<file path="src/rtl/sram_arbiter_pkg.sv">
// Shared types and widths for the SRAM arbiter: FSM states, bus widths and
// the latched access descriptor.
package sram_arbiter_pkg;

  localparam int unsigned ADDR_W = 16;
  localparam int unsigned DATA_W = 16;
  localparam int unsigned CNT_W  = 3;

  typedef enum logic [2:0] {
    ST_IDLE     = 3'd0,
    ST_READ     = 3'd1,
    ST_WR_SETUP = 3'd2,
    ST_WR_PULSE = 3'd3,
    ST_WR_HOLD  = 3'd4,
    ST_DONE     = 3'd5
  } state_t;

  // Access captured at the grant edge and held for its whole duration
  typedef struct packed {
    logic              gnt_mem;
    logic [ADDR_W-1:0] addr;
    logic [DATA_W-1:0] wdata;
  } acc_t;

  // Wait-counter load value for a given strobe length
  function automatic logic [CNT_W-1:0] wait_load(input int unsigned cycles);
    return CNT_W'(cycles - 1);
  endfunction

endpackage

</file>
<file path="src/rtl/sram_arbiter_if.sv">
// Requester and SRAM-side signal bundle for sram_arbiter; slave is the
// arbiter's view, master is the view of the pipeline/SRAM surroundings.
interface sram_arbiter_if;
  import sram_arbiter_pkg::*;

  logic              if_req;
  logic [ADDR_W-1:0] if_addr;
  logic [DATA_W-1:0] if_data;
  logic              if_ack;

  logic              mem_req;
  logic              mem_we;
  logic [ADDR_W-1:0] mem_addr;
  logic [DATA_W-1:0] mem_wdata;
  logic [DATA_W-1:0] mem_rdata;
  logic              mem_ack;

  logic              stall_req;

  logic [ADDR_W-1:0] sram_addr;
  logic [DATA_W-1:0] sram_wdata;
  logic              sram_data_oe;
  logic [DATA_W-1:0] sram_rdata;
  logic              sram_ce_n;
  logic              sram_oe_n;
  logic              sram_we_n;

  modport slave (
    input  if_req, if_addr,
    input  mem_req, mem_we, mem_addr, mem_wdata,
    input  sram_rdata,
    output if_data, if_ack,
    output mem_rdata, mem_ack,
    output stall_req,
    output sram_addr, sram_wdata, sram_data_oe,
    output sram_ce_n, sram_oe_n, sram_we_n
  );

  modport master (
    output if_req, if_addr,
    output mem_req, mem_we, mem_addr, mem_wdata,
    output sram_rdata,
    input  if_data, if_ack,
    input  mem_rdata, mem_ack,
    input  stall_req,
    input  sram_addr, sram_wdata, sram_data_oe,
    input  sram_ce_n, sram_oe_n, sram_we_n
  );

endinterface

</file>
<file path="src/rtl/sram_arbiter.sv">
// Arbitrates instruction-fetch and data accesses onto one asynchronous SRAM,
// data side first, with registered strobes and a programmable strobe length.
module sram_arbiter
  import sram_arbiter_pkg::*;
#(
  parameter int unsigned WAIT_CYCLES = 1
) (
  input logic          clk,
  input logic          rst,
  sram_arbiter_if.slave bus
);

  state_t            r_state;
  logic [CNT_W-1:0]  r_cnt;
  acc_t              r_acc;
  logic [DATA_W-1:0] r_if_data;
  logic [DATA_W-1:0] r_mem_rdata;
  logic              r_if_ack;
  logic              r_mem_ack;
  logic              r_ce_n;
  logic              r_oe_n;
  logic              r_we_n;
  logic              r_data_oe;

  acc_t              w_req_sel;
  logic              w_any_req;
  logic              w_write;
  logic              w_cnt_done;

  // Grant selection: the data side always wins a simultaneous request
  always_comb begin
    w_req_sel         = '0;
    w_req_sel.gnt_mem = bus.mem_req;
    w_req_sel.addr    = bus.mem_req ? bus.mem_addr : bus.if_addr;
    w_req_sel.wdata   = bus.mem_wdata;
  end

  assign w_any_req  = bus.if_req | bus.mem_req;
  assign w_write    = bus.mem_req & bus.mem_we;
  assign w_cnt_done = (r_cnt == '0);

  always_ff @(posedge clk) begin
    if (rst) begin
      r_state     <= ST_IDLE;
      r_cnt       <= '0;
      r_acc       <= '0;
      r_if_data   <= '0;
      r_mem_rdata <= '0;
      r_if_ack    <= 1'b0;
      r_mem_ack   <= 1'b0;
      r_ce_n      <= 1'b1;
      r_oe_n      <= 1'b1;
      r_we_n      <= 1'b1;
      r_data_oe   <= 1'b0;
    end else begin
      r_if_ack  <= 1'b0;
      r_mem_ack <= 1'b0;
      unique case (r_state)
        ST_IDLE: begin
          if (w_any_req) begin
            r_acc.gnt_mem <= w_req_sel.gnt_mem;
            r_acc.addr    <= w_req_sel.addr;
            r_ce_n        <= 1'b0;
            if (w_write) begin
              r_acc.wdata <= w_req_sel.wdata;
              r_data_oe   <= 1'b1;
              r_state     <= ST_WR_SETUP;
            end else begin
              r_oe_n  <= 1'b0;
              r_cnt   <= wait_load(WAIT_CYCLES);
              r_state <= ST_READ;
            end
          end
        end
        ST_READ: begin
          if (w_cnt_done) begin
            if (r_acc.gnt_mem) begin
              r_mem_rdata <= bus.sram_rdata;
              r_mem_ack   <= 1'b1;
            end else begin
              r_if_data <= bus.sram_rdata;
              r_if_ack  <= 1'b1;
            end
            r_ce_n  <= 1'b1;
            r_oe_n  <= 1'b1;
            r_state <= ST_DONE;
          end else begin
            r_cnt <= r_cnt - CNT_W'(1);
          end
        end
        ST_WR_SETUP: begin
          r_we_n  <= 1'b0;
          r_cnt   <= wait_load(WAIT_CYCLES);
          r_state <= ST_WR_PULSE;
        end
        ST_WR_PULSE: begin
          if (w_cnt_done) begin
            r_we_n  <= 1'b1;
            r_state <= ST_WR_HOLD;
          end else begin
            r_cnt <= r_cnt - CNT_W'(1);
          end
        end
        ST_WR_HOLD: begin
          r_ce_n    <= 1'b1;
          r_data_oe <= 1'b0;
          r_mem_ack <= 1'b1;
          r_state   <= ST_DONE;
        end
        ST_DONE: begin
          r_state <= ST_IDLE;
        end
        default: begin
          r_ce_n    <= 1'b1;
          r_oe_n    <= 1'b1;
          r_we_n    <= 1'b1;
          r_data_oe <= 1'b0;
          r_state   <= ST_IDLE;
        end
      endcase
    end
  end

  assign bus.if_data      = r_if_data;
  assign bus.if_ack       = r_if_ack;
  assign bus.mem_rdata    = r_mem_rdata;
  assign bus.mem_ack      = r_mem_ack;
  assign bus.sram_addr    = r_acc.addr;
  assign bus.sram_wdata   = r_acc.wdata;
  assign bus.sram_data_oe = r_data_oe;
  assign bus.sram_ce_n    = r_ce_n;
  assign bus.sram_oe_n    = r_oe_n;
  assign bus.sram_we_n    = r_we_n;

  // Stall must react in the same cycle a request appears or an ack retires it
  assign bus.stall_req = (bus.if_req & ~r_if_ack) | (bus.mem_req & ~r_mem_ack);

endmodule

</file>
<file path="src/flat_wrapper.sv">
// flat-port wrapper written by rule: the top's interface ports become plain ports
module sram_arbiter_flat import sram_arbiter_pkg::*;
#(
  parameter int unsigned WAIT_CYCLES = 1
)
  (clk, rst, bus_if_req, bus_if_addr, bus_mem_req, bus_mem_we, bus_mem_addr, bus_mem_wdata, bus_sram_rdata, bus_if_data, bus_if_ack, bus_mem_rdata, bus_mem_ack, bus_stall_req, bus_sram_addr, bus_sram_wdata, bus_sram_data_oe, bus_sram_ce_n, bus_sram_oe_n, bus_sram_we_n);
  sram_arbiter_if bus_i ();
  input logic clk;
  input logic rst;
  input wire logic [$bits(bus_i.if_req)-1:0] bus_if_req;
  input wire logic [$bits(bus_i.if_addr)-1:0] bus_if_addr;
  input wire logic [$bits(bus_i.mem_req)-1:0] bus_mem_req;
  input wire logic [$bits(bus_i.mem_we)-1:0] bus_mem_we;
  input wire logic [$bits(bus_i.mem_addr)-1:0] bus_mem_addr;
  input wire logic [$bits(bus_i.mem_wdata)-1:0] bus_mem_wdata;
  input wire logic [$bits(bus_i.sram_rdata)-1:0] bus_sram_rdata;
  output wire logic [$bits(bus_i.if_data)-1:0] bus_if_data;
  output wire logic [$bits(bus_i.if_ack)-1:0] bus_if_ack;
  output wire logic [$bits(bus_i.mem_rdata)-1:0] bus_mem_rdata;
  output wire logic [$bits(bus_i.mem_ack)-1:0] bus_mem_ack;
  output wire logic [$bits(bus_i.stall_req)-1:0] bus_stall_req;
  output wire logic [$bits(bus_i.sram_addr)-1:0] bus_sram_addr;
  output wire logic [$bits(bus_i.sram_wdata)-1:0] bus_sram_wdata;
  output wire logic [$bits(bus_i.sram_data_oe)-1:0] bus_sram_data_oe;
  output wire logic [$bits(bus_i.sram_ce_n)-1:0] bus_sram_ce_n;
  output wire logic [$bits(bus_i.sram_oe_n)-1:0] bus_sram_oe_n;
  output wire logic [$bits(bus_i.sram_we_n)-1:0] bus_sram_we_n;
  assign bus_i.if_req = bus_if_req;
  assign bus_i.if_addr = bus_if_addr;
  assign bus_i.mem_req = bus_mem_req;
  assign bus_i.mem_we = bus_mem_we;
  assign bus_i.mem_addr = bus_mem_addr;
  assign bus_i.mem_wdata = bus_mem_wdata;
  assign bus_i.sram_rdata = bus_sram_rdata;
  assign bus_if_data = bus_i.if_data;
  assign bus_if_ack = bus_i.if_ack;
  assign bus_mem_rdata = bus_i.mem_rdata;
  assign bus_mem_ack = bus_i.mem_ack;
  assign bus_stall_req = bus_i.stall_req;
  assign bus_sram_addr = bus_i.sram_addr;
  assign bus_sram_wdata = bus_i.sram_wdata;
  assign bus_sram_data_oe = bus_i.sram_data_oe;
  assign bus_sram_ce_n = bus_i.sram_ce_n;
  assign bus_sram_oe_n = bus_i.sram_oe_n;
  assign bus_sram_we_n = bus_i.sram_we_n;
  sram_arbiter #(.WAIT_CYCLES(WAIT_CYCLES)) u_core (.clk(clk), .rst(rst), .bus(bus_i));
endmodule
</file>
<file path="config.mk">
export PLATFORM = sky130hd
export DESIGN_NAME = sram_arbiter_flat
export DESIGN_NICKNAME = d
export VERILOG_FILES = /design/src/rtl/sram_arbiter_pkg.sv /design/src/rtl/sram_arbiter_if.sv /design/src/rtl/sram_arbiter.sv /design/src/flat_wrapper.sv
export SDC_FILE = /design/constraint.sdc
export NUM_CORES = 1
export LEC_CHECK = 0
export ABC_AREA = 1
export CAP_MARGIN = 20
export CORE_MARGIN = 10
export CORE_UTILIZATION = 30
export DETAILED_ROUTE_END_ITERATION = 7
export SETUP_SLACK_MARGIN = 0.4
export SKIP_LAST_GASP = 1
export SYNTH_ARGS = -nofsm -noshare
export SYNTH_HDL_FRONTEND = slang
export SYNTH_SLANG_ARGS = --single-unit
</file>
<file path="constraint.sdc">
create_clock -name clk -period 4.5 [get_ports clk]
set_clock_uncertainty 0.1 [all_clocks]
set_input_delay 0.675 -clock clk [delete_from_list [all_inputs] [get_ports clk]]
set_output_delay 0.675 -clock clk [all_outputs]
set_load 0.05 [all_outputs]
</file>
==> impl_metrics.json <==
{
  "rows": 38,
  "globalRouteTotalUtil_pct": 12.39,
  "yosysWarnings": 0,
  "drv_slew": 0,
  "critPathKind": "input pin to primary output",
  "synthesis.area_um2": 3347,
  "pwr-share-clk_pct": 20.4,
  "switching_share_pct": 43.47,
  "period_minus_slack_ps": 3392,
  "max-cap-violations": 0,
  "grt_use_met3_pct": 6.586,
  "worstPathRequired_ps": 3720,
  "clockRootBuffer": "clkbuf_8",
  "routed_wl_um": 10010,
  "rsz0062_at_grt": "no",
  "p_switching_uw": 1266,
  "grt_pass1_vias": 3190,
  "dieArea_um2": 15780,
  "seq_area_um2": 1541,
  "core_um2": 10890,
  "met1_usage_pct": 14.66,
  "syn_avg_cell_area_um2": 7.784,
  "dr.pass1.iters": 4,
  "antenna_found_initial": 0,
  "antenna_cells": 0,
  "post_drt_wl_per_cell_um": 14.79,
  "top_usage_layer": "met2",
  "synth_top_area_cell": "dfxtp_1",
  "total_power_uw": 2913,
  "overflow": 0,
  "h-tree-depth": 3,
  "layout-drive-gt1-share_pct": 6.331,
  "area_growth_pct": 44.45,
  "grt_pass1_wl_um": 16270,
  "cts.clk_slew.worst_paths_ps": 70,
  "die_w_um": 125.6,
  "end_kind": "primary output",
  "cts_buffer_depth": 2,
  "multiInputGateArea_um2": 1406,
  "via_per_inst": 4.567,
  "power_frac_seq_pct": 32.1,
  "initial_core_util_pct": 30.74,
  "vias": 3092,
  "cts-buffers-inserted": 9,
  "finalSetupViolations": 0,
  "ys_seq_area_share_pct": 46.06,
  "gr-usage-met2_pct": 18.29,
  "status": "finished, final reports clean",
  "path_max_fanout": 17,
  "fp.dieH_um": 125.6,
  "power_density_nw_per_um2": 602.6,
  "cts_setup_buffers": 0,
  "tns_ps": 0,
  "hold_path.class": "register to register",
  "synthCells": 430,
  "leakage_uw": 0.001959,
  "comb_power_share_pct": 47.5,
  "startpoint_type": "input pin",
  "final_hold_viol_count": 0,
  "n_fill_cell": 1136,
  "fin_crit_sh_pct": 75.37,
  "cts_sinks": 77,
  "port_buffers": 139,
  "cts_resized": 0,
  "slew_headroom_pct": 55.74,
  "nets": 603,
  "design.portCount": 140,
  "dp_hpwl_um": 7446,
  "worst_pin_slew_ps": 659.8,
  "cts_tree": "yes",
  "routabilityCongestion": 0.7391,
  "syn_nets": 501,
  "p_int_uw": 1647,
  "clk_latency_ps": 340,
  "cts_hold_buffers": 0,
  "synth_area_leaders": "dfxtp_1, nor2_1, nand2_1, buf_4, nand3_1",
  "timing.fmax_ghz": 0.2948,
  "ys_types": 28,
  "worstPathArrival_ps": 2620,
  "drtIter0Drc": 143,
  "ys_ff_latch": 77,
  "drc": 0,
  "antenna_left": 0,
  "grt_max_degree": 34,
  "ir_drop_mv": 0.2444,
  "synth_top_cell_area_share_pct": 46.06
}
-- logic make-up (layout without fill, tap and decap cells) --
group,Yosys count,after routing,synth area share (%)
DFF,77,77,46.06
adders and majority gates,2,2,0.7475
AOI/OAI and AO/OA,83,83,15.10
and+or+nand+nor,201,201,26.17
buffers and inverters,67,174,11.93
-- stage by stage --
step / cells / area (um2) / utilization (%) / setup WS (ps) / hold slack [ps]
2_1_floorplan: 430 / 3347 / - / 1689 / 339.6
3_5_place_dp: 660 / 4593 / 42.19 / 1110 / 357.6
6_report: 677 / 4835 / 44.40 / 1108 / 364.9
3_3_place_gp: 660 / 4593 / 42.19 / 1157 / 353.9
5_1_grt: 677 / 4835 / 44.40 / 968.6 / 380.8
4_1_cts: 676 / 4820 / 44.27 / 1094 / 369.4
-- final cells by class --
class / instances / share of cell area, %
timing repair buffer: 143 / 29.55
clock buffer: 13 / 3.287
tap: 140 / 3.623
clock inverter: 3 / 1.398
inverter: 15 / 1.165
multi-input combinational: 286 / 29.09
sequential: 77 / 31.88
-- Yosys cell counts --
cell type / count
ha_1: 2
nand3_1: 42
o21bai_1: 1
clkinv_1: 3
o21ai_2: 1
inv_1: 7
nor3_1: 1
o211a_1: 16
buf_4: 33
nand3b_4: 1
buf_2: 7
nor2_1: 76
inv_2: 5
o21a_1: 1
nor2_2: 3
a21oi_1: 25
o21ai_1: 12
o21ai_0: 26
nand2_1: 71
nand3_4: 1
o22ai_1: 1
buf_6: 2
nor3b_1: 1
nand3_2: 1
clkbuf_1: 10
dfxtp_1: 77
nand2_2: 2
nor2_4: 2
-- routing by layer --
layer,vias up,share of wire [%]
met3,12,12
li1,1593,-
met2,108,42
met1,1379,45
met4,0,1.6
met5,-,0
-- state kept, by name, summed over array words and instances (netlist names) --
| name | flops |
|---|---|
| u_core.bus.if_ack | 1 |
| u_core.bus.if_data | 16 |
| u_core.bus.mem_ack | 1 |
| u_core.bus.mem_rdata | 16 |
| u_core.bus.sram_addr | 16 |
| u_core.bus.sram_ce_n | 1 |
| u_core.bus.sram_data_oe | 1 |
| u_core.bus.sram_oe_n | 1 |
| u_core.bus.sram_wdata | 16 |
| u_core.bus.sram_we_n | 1 |
| u_core.r_acc | 1 |
| u_core.r_cnt | 3 |
| u_core.r_state | 3 |
-- final timing paths --
path	from	end	slack [ps]	depth (start not counted)
min reg2reg	u_core.bus.sram_wdata[5]$_SDFFE_PP0P_	u_core.bus.sram_wdata[5]$_SDFFE_PP0P_	360	2
max reg2reg	u_core.r_state[2]$_SDFFE_PP0P_	u_core.bus.sram_addr[7]$_SDFFE_PP0P_	2640	6
min	u_core.bus.sram_wdata[5]$_SDFFE_PP0P_	u_core.bus.sram_wdata[5]$_SDFFE_PP0P_	360	2
max	bus_mem_req	bus_stall_req	1110	4
-- worst max-delay path, stage by stage --
cell and delay (ps):
clkdlybuf4s50_1 480, clkinv_1 360, o22ai_1 260, clkdlybuf4s50_1 840
-- placed cells by master, fill, tap and decap left out, drive strengths merged --
| cell | synthesis | layout |
|---|---|---|
| a21oi | 25 | 25 |
| buf | 42 | 4 |
| bufinv | 0 | 2 |
| clkbuf | 10 | 13 |
| clkdlybuf4s50 | 0 | 139 |
| clkinv | 3 | 3 |
| clkinvlp | 0 | 1 |
| dfxtp | 77 | 77 |
| ha | 2 | 2 |
| inv | 12 | 12 |
| nand2 | 73 | 73 |
| nand3 | 44 | 44 |
| nand3b | 1 | 1 |
| nor2 | 81 | 81 |
| nor3 | 1 | 1 |
| nor3b | 1 | 1 |
| o211a | 16 | 16 |
| o21a | 1 | 1 |
| o21ai | 39 | 39 |
| o21bai | 1 | 1 |
| o22ai | 1 | 1 |
-- power by group through the flow --
| stage | logic (uW) | registers [uW] | clock network (uW) |
|---|---|---|---|
| final | 1380 | 934 | 595 |
| after global routing | 1490 | 957 | 644 |
| after global placement | 1370 | 944 | 0 |
| after detailed placement | 1390 | 950 | 0 |
| after CTS | 1390 | 936 | 618 |
| after floorplan | 718 | 1240 | 0 |
(Power assumes the default switching activity.)
